`src/rtl/sv_pkg.sv`:
```
// Shared types and bus-width constants for the system-bus arbiter slice.
// No logic, no latency, no flow control.
// Owner encoding is visible on the arbiter's owner port.
package sv_pkg;
  localparam int AW = 16;
  localparam int DW = 8;

  typedef enum logic [1:0] {
    OWN_CPU   = 2'd0,
    OWN_VDMA  = 2'd1,
    OWN_ADMA  = 2'd2,
    OWN_GUARD = 2'd3
  } owner_t;
endpackage

```
`src/rtl/sv_arb_pick.sv`:
```
// Next-owner select from DMA requests, cpu_we and (SV_ARB_RR_EN) last_dma.
// Purely combinational, zero latency.
// A CPU write in progress forces OWN_CPU so the write is never cut short.
module sv_arb_pick
  import sv_pkg::*;
(
  input  logic   cpu_we,
  input  logic   vdma_req,
  input  logic   adma_req,
`ifdef SV_ARB_RR_EN
  input  logic   last_dma,
`endif
  output owner_t next_owner
);

  owner_t tie_owner;

`ifdef SV_ARB_RR_EN
  // last_dma: 0 = video served last, 1 = audio served last
  assign tie_owner = last_dma ? OWN_VDMA : OWN_ADMA;
`else
  assign tie_owner = OWN_ADMA;
`endif

  always_comb begin
    next_owner = OWN_CPU;
    if (!cpu_we) begin
      if (adma_req && vdma_req) next_owner = tie_owner;
      else if (adma_req)        next_owner = OWN_ADMA;
      else if (vdma_req)        next_owner = OWN_VDMA;
    end
  end

endmodule

```
`src/rtl/sv_bus_arbiter.sv`:
```
// System-bus owner arbiter (CPU / video DMA / audio DMA); optional SV_ARB_RR_EN round-robin.
// Grants change one bus_ce edge after a request; bus mux is combinational from owner.
// DMA bursts capped at MAX_BURST counted cycles, then GUARD_CYCLES CPU-owned slot.
module sv_bus_arbiter
  import sv_pkg::*;
#(
  parameter int MAX_BURST    = 16,
  parameter int GUARD_CYCLES = 2
) (
  input  logic          clk,
  input  logic          reset,
  input  logic          bus_ce,
  input  logic [AW-1:0] cpu_addr,
  input  logic [DW-1:0] cpu_dout,
  input  logic          cpu_we,
  output logic          cpu_rdy,
  input  logic          vdma_req,
  input  logic [AW-1:0] vdma_addr,
  input  logic [DW-1:0] vdma_dout,
  input  logic          vdma_we,
  output logic          vdma_gnt,
  input  logic          lcd_busy,
  input  logic          adma_req,
  input  logic [AW-1:0] adma_addr,
  output logic          adma_gnt,
  output logic [AW-1:0] bus_addr,
  output logic [DW-1:0] bus_dout,
  output logic          bus_we,
  output logic [1:0]    owner
);

  localparam int BW = $clog2(MAX_BURST + 1);
  localparam int GW = $clog2(GUARD_CYCLES + 1);

  owner_t        owner_q, owner_d, pick_owner;
  logic [BW-1:0] burst_cnt, burst_d;
  logic [GW-1:0] guard_cnt, guard_d;
  logic          pick_we, own_req, vdma_stall;

  // While a DMA owns the bus the CPU is halted, so its write strobe is irrelevant
  assign pick_we    = (owner_q == OWN_CPU || owner_q == OWN_GUARD) ? cpu_we : 1'b0;
  assign own_req    = (owner_q == OWN_VDMA) ? vdma_req : adma_req;
  assign vdma_stall = (owner_q == OWN_VDMA) && lcd_busy;

`ifdef SV_ARB_RR_EN
  logic last_dma;
  logic dma_end;

  assign dma_end = bus_ce && (owner_q == OWN_VDMA || owner_q == OWN_ADMA) && (owner_d != owner_q);

  always_ff @(posedge clk or posedge reset) begin
    if (reset)        last_dma <= 1'b0;
    else if (dma_end) last_dma <= (owner_q == OWN_ADMA);
  end

  sv_arb_pick u_pick (
    .cpu_we     (pick_we),
    .vdma_req   (vdma_req),
    .adma_req   (adma_req),
    .last_dma   (last_dma),
    .next_owner (pick_owner)
  );
`else
  sv_arb_pick u_pick (
    .cpu_we     (pick_we),
    .vdma_req   (vdma_req),
    .adma_req   (adma_req),
    .next_owner (pick_owner)
  );
`endif

  always_comb begin
    owner_d = owner_q;
    burst_d = burst_cnt;
    guard_d = guard_cnt;
    if (bus_ce) begin
      case (owner_q)
        OWN_CPU: begin
          owner_d = pick_owner;
          burst_d = '0;
        end
        OWN_VDMA, OWN_ADMA: begin
          if (!own_req) begin
            owner_d = pick_owner;
            burst_d = '0;
          end else if (!vdma_stall) begin
            // A stalled cycle neither counts nor can end the burst
            if (burst_cnt == BW'(MAX_BURST - 1)) begin
              owner_d = OWN_GUARD;
              burst_d = '0;
              guard_d = '0;
            end else begin
              burst_d = burst_cnt + BW'(1);
            end
          end
        end
        OWN_GUARD: begin
          if (guard_cnt == GW'(GUARD_CYCLES - 1)) begin
            owner_d = pick_owner;
            burst_d = '0;
            guard_d = '0;
          end else begin
            guard_d = guard_cnt + GW'(1);
          end
        end
        default: owner_d = OWN_CPU;
      endcase
    end
  end

  always_ff @(posedge clk or posedge reset) begin
    if (reset) begin
      owner_q   <= OWN_CPU;
      burst_cnt <= '0;
      guard_cnt <= '0;
    end else begin
      owner_q   <= owner_d;
      burst_cnt <= burst_d;
      guard_cnt <= guard_d;
    end
  end

  always_comb begin
    bus_addr = cpu_addr;
    bus_dout = cpu_dout;
    bus_we   = cpu_we;
    case (owner_q)
      OWN_VDMA: begin
        bus_addr = vdma_addr;
        bus_dout = vdma_dout;
        bus_we   = vdma_we & ~lcd_busy;
      end
      OWN_ADMA: begin
        bus_addr = adma_addr;
        bus_dout = '0;
        bus_we   = 1'b0;
      end
      default: ;
    endcase
  end

  assign cpu_rdy  = (owner_q == OWN_CPU) || (owner_q == OWN_GUARD);
  assign vdma_gnt = (owner_q == OWN_VDMA) & ~lcd_busy;
  assign adma_gnt = (owner_q == OWN_ADMA);
  assign owner    = owner_q;

endmodule

```
`config.mk`:
```
export PLATFORM = sky130hd
export DESIGN_NAME = sv_bus_arbiter
export DESIGN_NICKNAME = d
export VERILOG_FILES = /design/src/rtl/sv_pkg.sv /design/src/rtl/sv_arb_pick.sv /design/src/rtl/sv_bus_arbiter.sv
export SDC_FILE = /design/constraint.sdc
export NUM_CORES = 1
export LEC_CHECK = 0
export CAP_MARGIN = 30
export CORE_MARGIN = 1.5
export CORE_UTILIZATION = 31
export DETAILED_ROUTE_END_ITERATION = 10
export GPL_TIMING_DRIVEN = 0
export PLACE_DENSITY = 0.85
export SYNTH_ARGS = -nofsm -noshare
export SYNTH_HDL_FRONTEND = slang
export SYNTH_SLANG_ARGS = --single-unit
```
`constraint.sdc`:
```
create_clock -name clk -period 6 [get_ports clk]
set_clock_uncertainty 0.2 [all_clocks]
set_input_delay 0.6 -clock clk [delete_from_list [all_inputs] [get_ports clk]]
set_output_delay 0.6 -clock clk [all_outputs]
set_load 0.02 [all_outputs]
```
==> impl_metrics.toml <==
[run_status]
status = "finished clean"

[worst_setup_path]
crit_top_cell = "clkbuf_1"
arrival_ps = 2750
slowest_stage = "clkdlybuf4s50_1"
crit_chain = "inv_1, ha_1, clkbuf_1, clkbuf_1, nand2_1, o21ai_0, clkdlybuf4s50_1"
cp-start-kind = "flip-flop"
critical-path-max-stage-delay_ps = 650
cp.required_ps = 5200
cp_max_fo = 10
end_kind = "primary output"
cp.buffers_inverters = 4
path_class = "reg -> out"
timing.critical_path.max_delay_family = "buffers and inverters"

[yosys]
ys_types = 33
yosysWarningCount = 0
ys_async_sr_fraction = 1.00
syn_inst = 147
synth-edff-count = 0
synth_seq_cells = 9
netlist_area_um2 = 1000
seq_area_frac_synth = 0.225
ys.flop_type = "dfrtp_1"
syn_avg_cell_area_um2 = 6.80
synth_nets = 224

[cts]
clock_latency_ps = 260
cts_tree = "done"
postCtsSetupBuffers = 0
root_buffer = "clkbuf_4"
cts.sinks = 9
htreeDepth = 1
cts_buffers = 3
path_clk_slew_ps = 60
cts-resized-gates = 0
hold_buffers = 0
clock_path_buffers = 2

[finish]
antenna_cells = 0
seq_area_um2 = 225
synthToLayoutAreaGrowth_pct = 109
multi_input_area_um2 = 697
mostFrequentLayoutCell = "clkdlybuf4s50_1"
finish.utilization = 0.685
final_nets = 330
drive_gt1_frac = 0.0317
layout_common_cells = "clkdlybuf4s50_1, nand2_1, o21ai_0"
nFillCells = 280

[floorplanning]
die_w_um = 59.8
die-area_mm2 = 0.00357
core_mm2 = 0.00305
row_count = 20
io_pins = 102
die_h_um = 59.8
initial_core_util = 0.327

[timing]
finalCriticalPeriod_ps = 3550
finalSetupViolCount = 0
slew_viol_final = 0
hold_viol = 0
rsz0062_at_grt = "false"
max_slew.worst_pin.slew_ps = 484
fmax_mhz = 282
finalCritPeriodShare = 0.591
max_slew_margin = 0.677
fin_setup_tns_ps = 0

[pwr]
powerDensity_mw_per_mm2 = 546
power_mw = 1.14
ir_worst_vdd_mv = 0.267
p_leak_nw = 0.827

[placed_design]
place.gp.congestion = 0.787
portBuffers = 101
place_hpwl_um = 3520

[route]
drc = 0
route.vias.total = 1461
drtAntennaViolNets = 0
first_pass_iters = 4
totalWireLength_um = 4290
wl_per_cell_um = 14.5
avgViaCountPerCell = 4.94
drt_iter0_drc = 51

[grt]
antenna_found_initial = 0
gr-total-overflow = 0
grt_pass1_vias = 1254
grt_max_degree = 11
grt_first_pass_wirelength_um = 6150
grt_use_total = 0.225

[job]
cap_violations = 0

[hold_path]
min_path_type = "reg -> reg"
[worst register-to-register path: cells and delay by family (launching register included)]
kind	cells	cell delay [ps]
AO/OA/AOI/OAI	1	170
AND/OR/NAND/NOR	1	160
flip-flops	1	430
multiplexers	2	760
adder cells (fa/ha/maj)	1	230
buffers and inverters	2	300
[registers in the layout, summed over array words and instances (netlist names)]
signal	count
guard_cnt	2
burst_cnt	5
owner	2
[where the power goes]
| part | switching [mW] | internal, mW | total (mW) |
|---|---|---|---|
| logic | 0.558 | 0.442 | 1.00 |
| clock network | 0.0189 | 0.0255 | 0.0444 |
| registers | 0.0199 | 0.0781 | 0.0980 |
| total | 0.596 | 0.546 | 1.14 |
[cell families after synthesis]
kind of cell / after synthesis / share of synthesized area
AO/OA/AOI/OAI: 58 / 0.363
AND/OR/NAND/NOR: 53 / 0.250
buffers and inverters: 20 / 0.0776
flip-flops: 9 / 0.225
adder cells (fa/ha/maj): 5 / 0.0626
multiplexers: 2 / 0.0213
[worst paths after layout]
check | from | to | slack, ps | cells after the start
max reg2reg | owner[1] | owner[1] | 3630 | 7
max | owner[0] | bus_addr[8] | 2450 | 7
min reg2reg | burst_cnt[4] | burst_cnt[4] | 290 | 1
max in group asynchronous | reset | burst_cnt[3] | 4970 | 2
min in group asynchronous | reset | guard_cnt[0] | 390 | 2
min | burst_cnt[4] | burst_cnt[4] | 290 | 1
[stage by stage]
| step | instance area, µm² | hold WS (ps) | setup slack, ps | instances |
|---|---|---|---|---|
| floorplan | 1000 | 228 | 3220 | 147 |
| detailed placement | 2070 | 282 | 2740 | 292 |
| global placement | 2070 | 263 | 2760 | 292 |
| global route | 2090 | 300 | 2210 | 296 |
| CTS | 2090 | 294 | 2410 | 296 |
| finish | 2090 | 293 | 2450 | 296 |
[metal layers]
metal  vias up  wire length (µm)  global-route usage  share of wire
li1        737                 -                   -              -
met4         0                53              0.0667          0.012
met1       664              1830               0.267           0.43
met2        55              2090               0.401           0.49
met5         -                 0                   0              0
met3         5               324              0.0498          0.075
[Yosys cell counts (2+ instances only)]
master | count | share of area
o21ai_0 | 28 | 0.14
nor2b_1 | 2 | 0.013
a22oi_1 | 16 | 0.12
a21oi_1 | 2 | 0.010
nor3_1 | 2 | 0.010
clkbuf_1 | 8 | 0.030
buf_1 | 2 | 0.0075
dfrtp_1 | 9 | 0.23
nand3b_1 | 3 | 0.023
inv_1 | 8 | 0.030
ha_1 | 5 | 0.063
nand2_1 | 35 | 0.13
nor2_1 | 3 | 0.011
o21a_1 | 3 | 0.023
o31ai_1 | 2 | 0.015
buf_2 | 2 | 0.010
[layout make-up]
class                      instances  area share
tap                               44      0.0263
inverter                           8      0.0144
buffer                            12      0.0227
multi-input combinational        118       0.333
timing repair buffer             101       0.483
clock buffer                       4      0.0126
sequential                         9       0.108
Power figures use the tool's default switching activity.
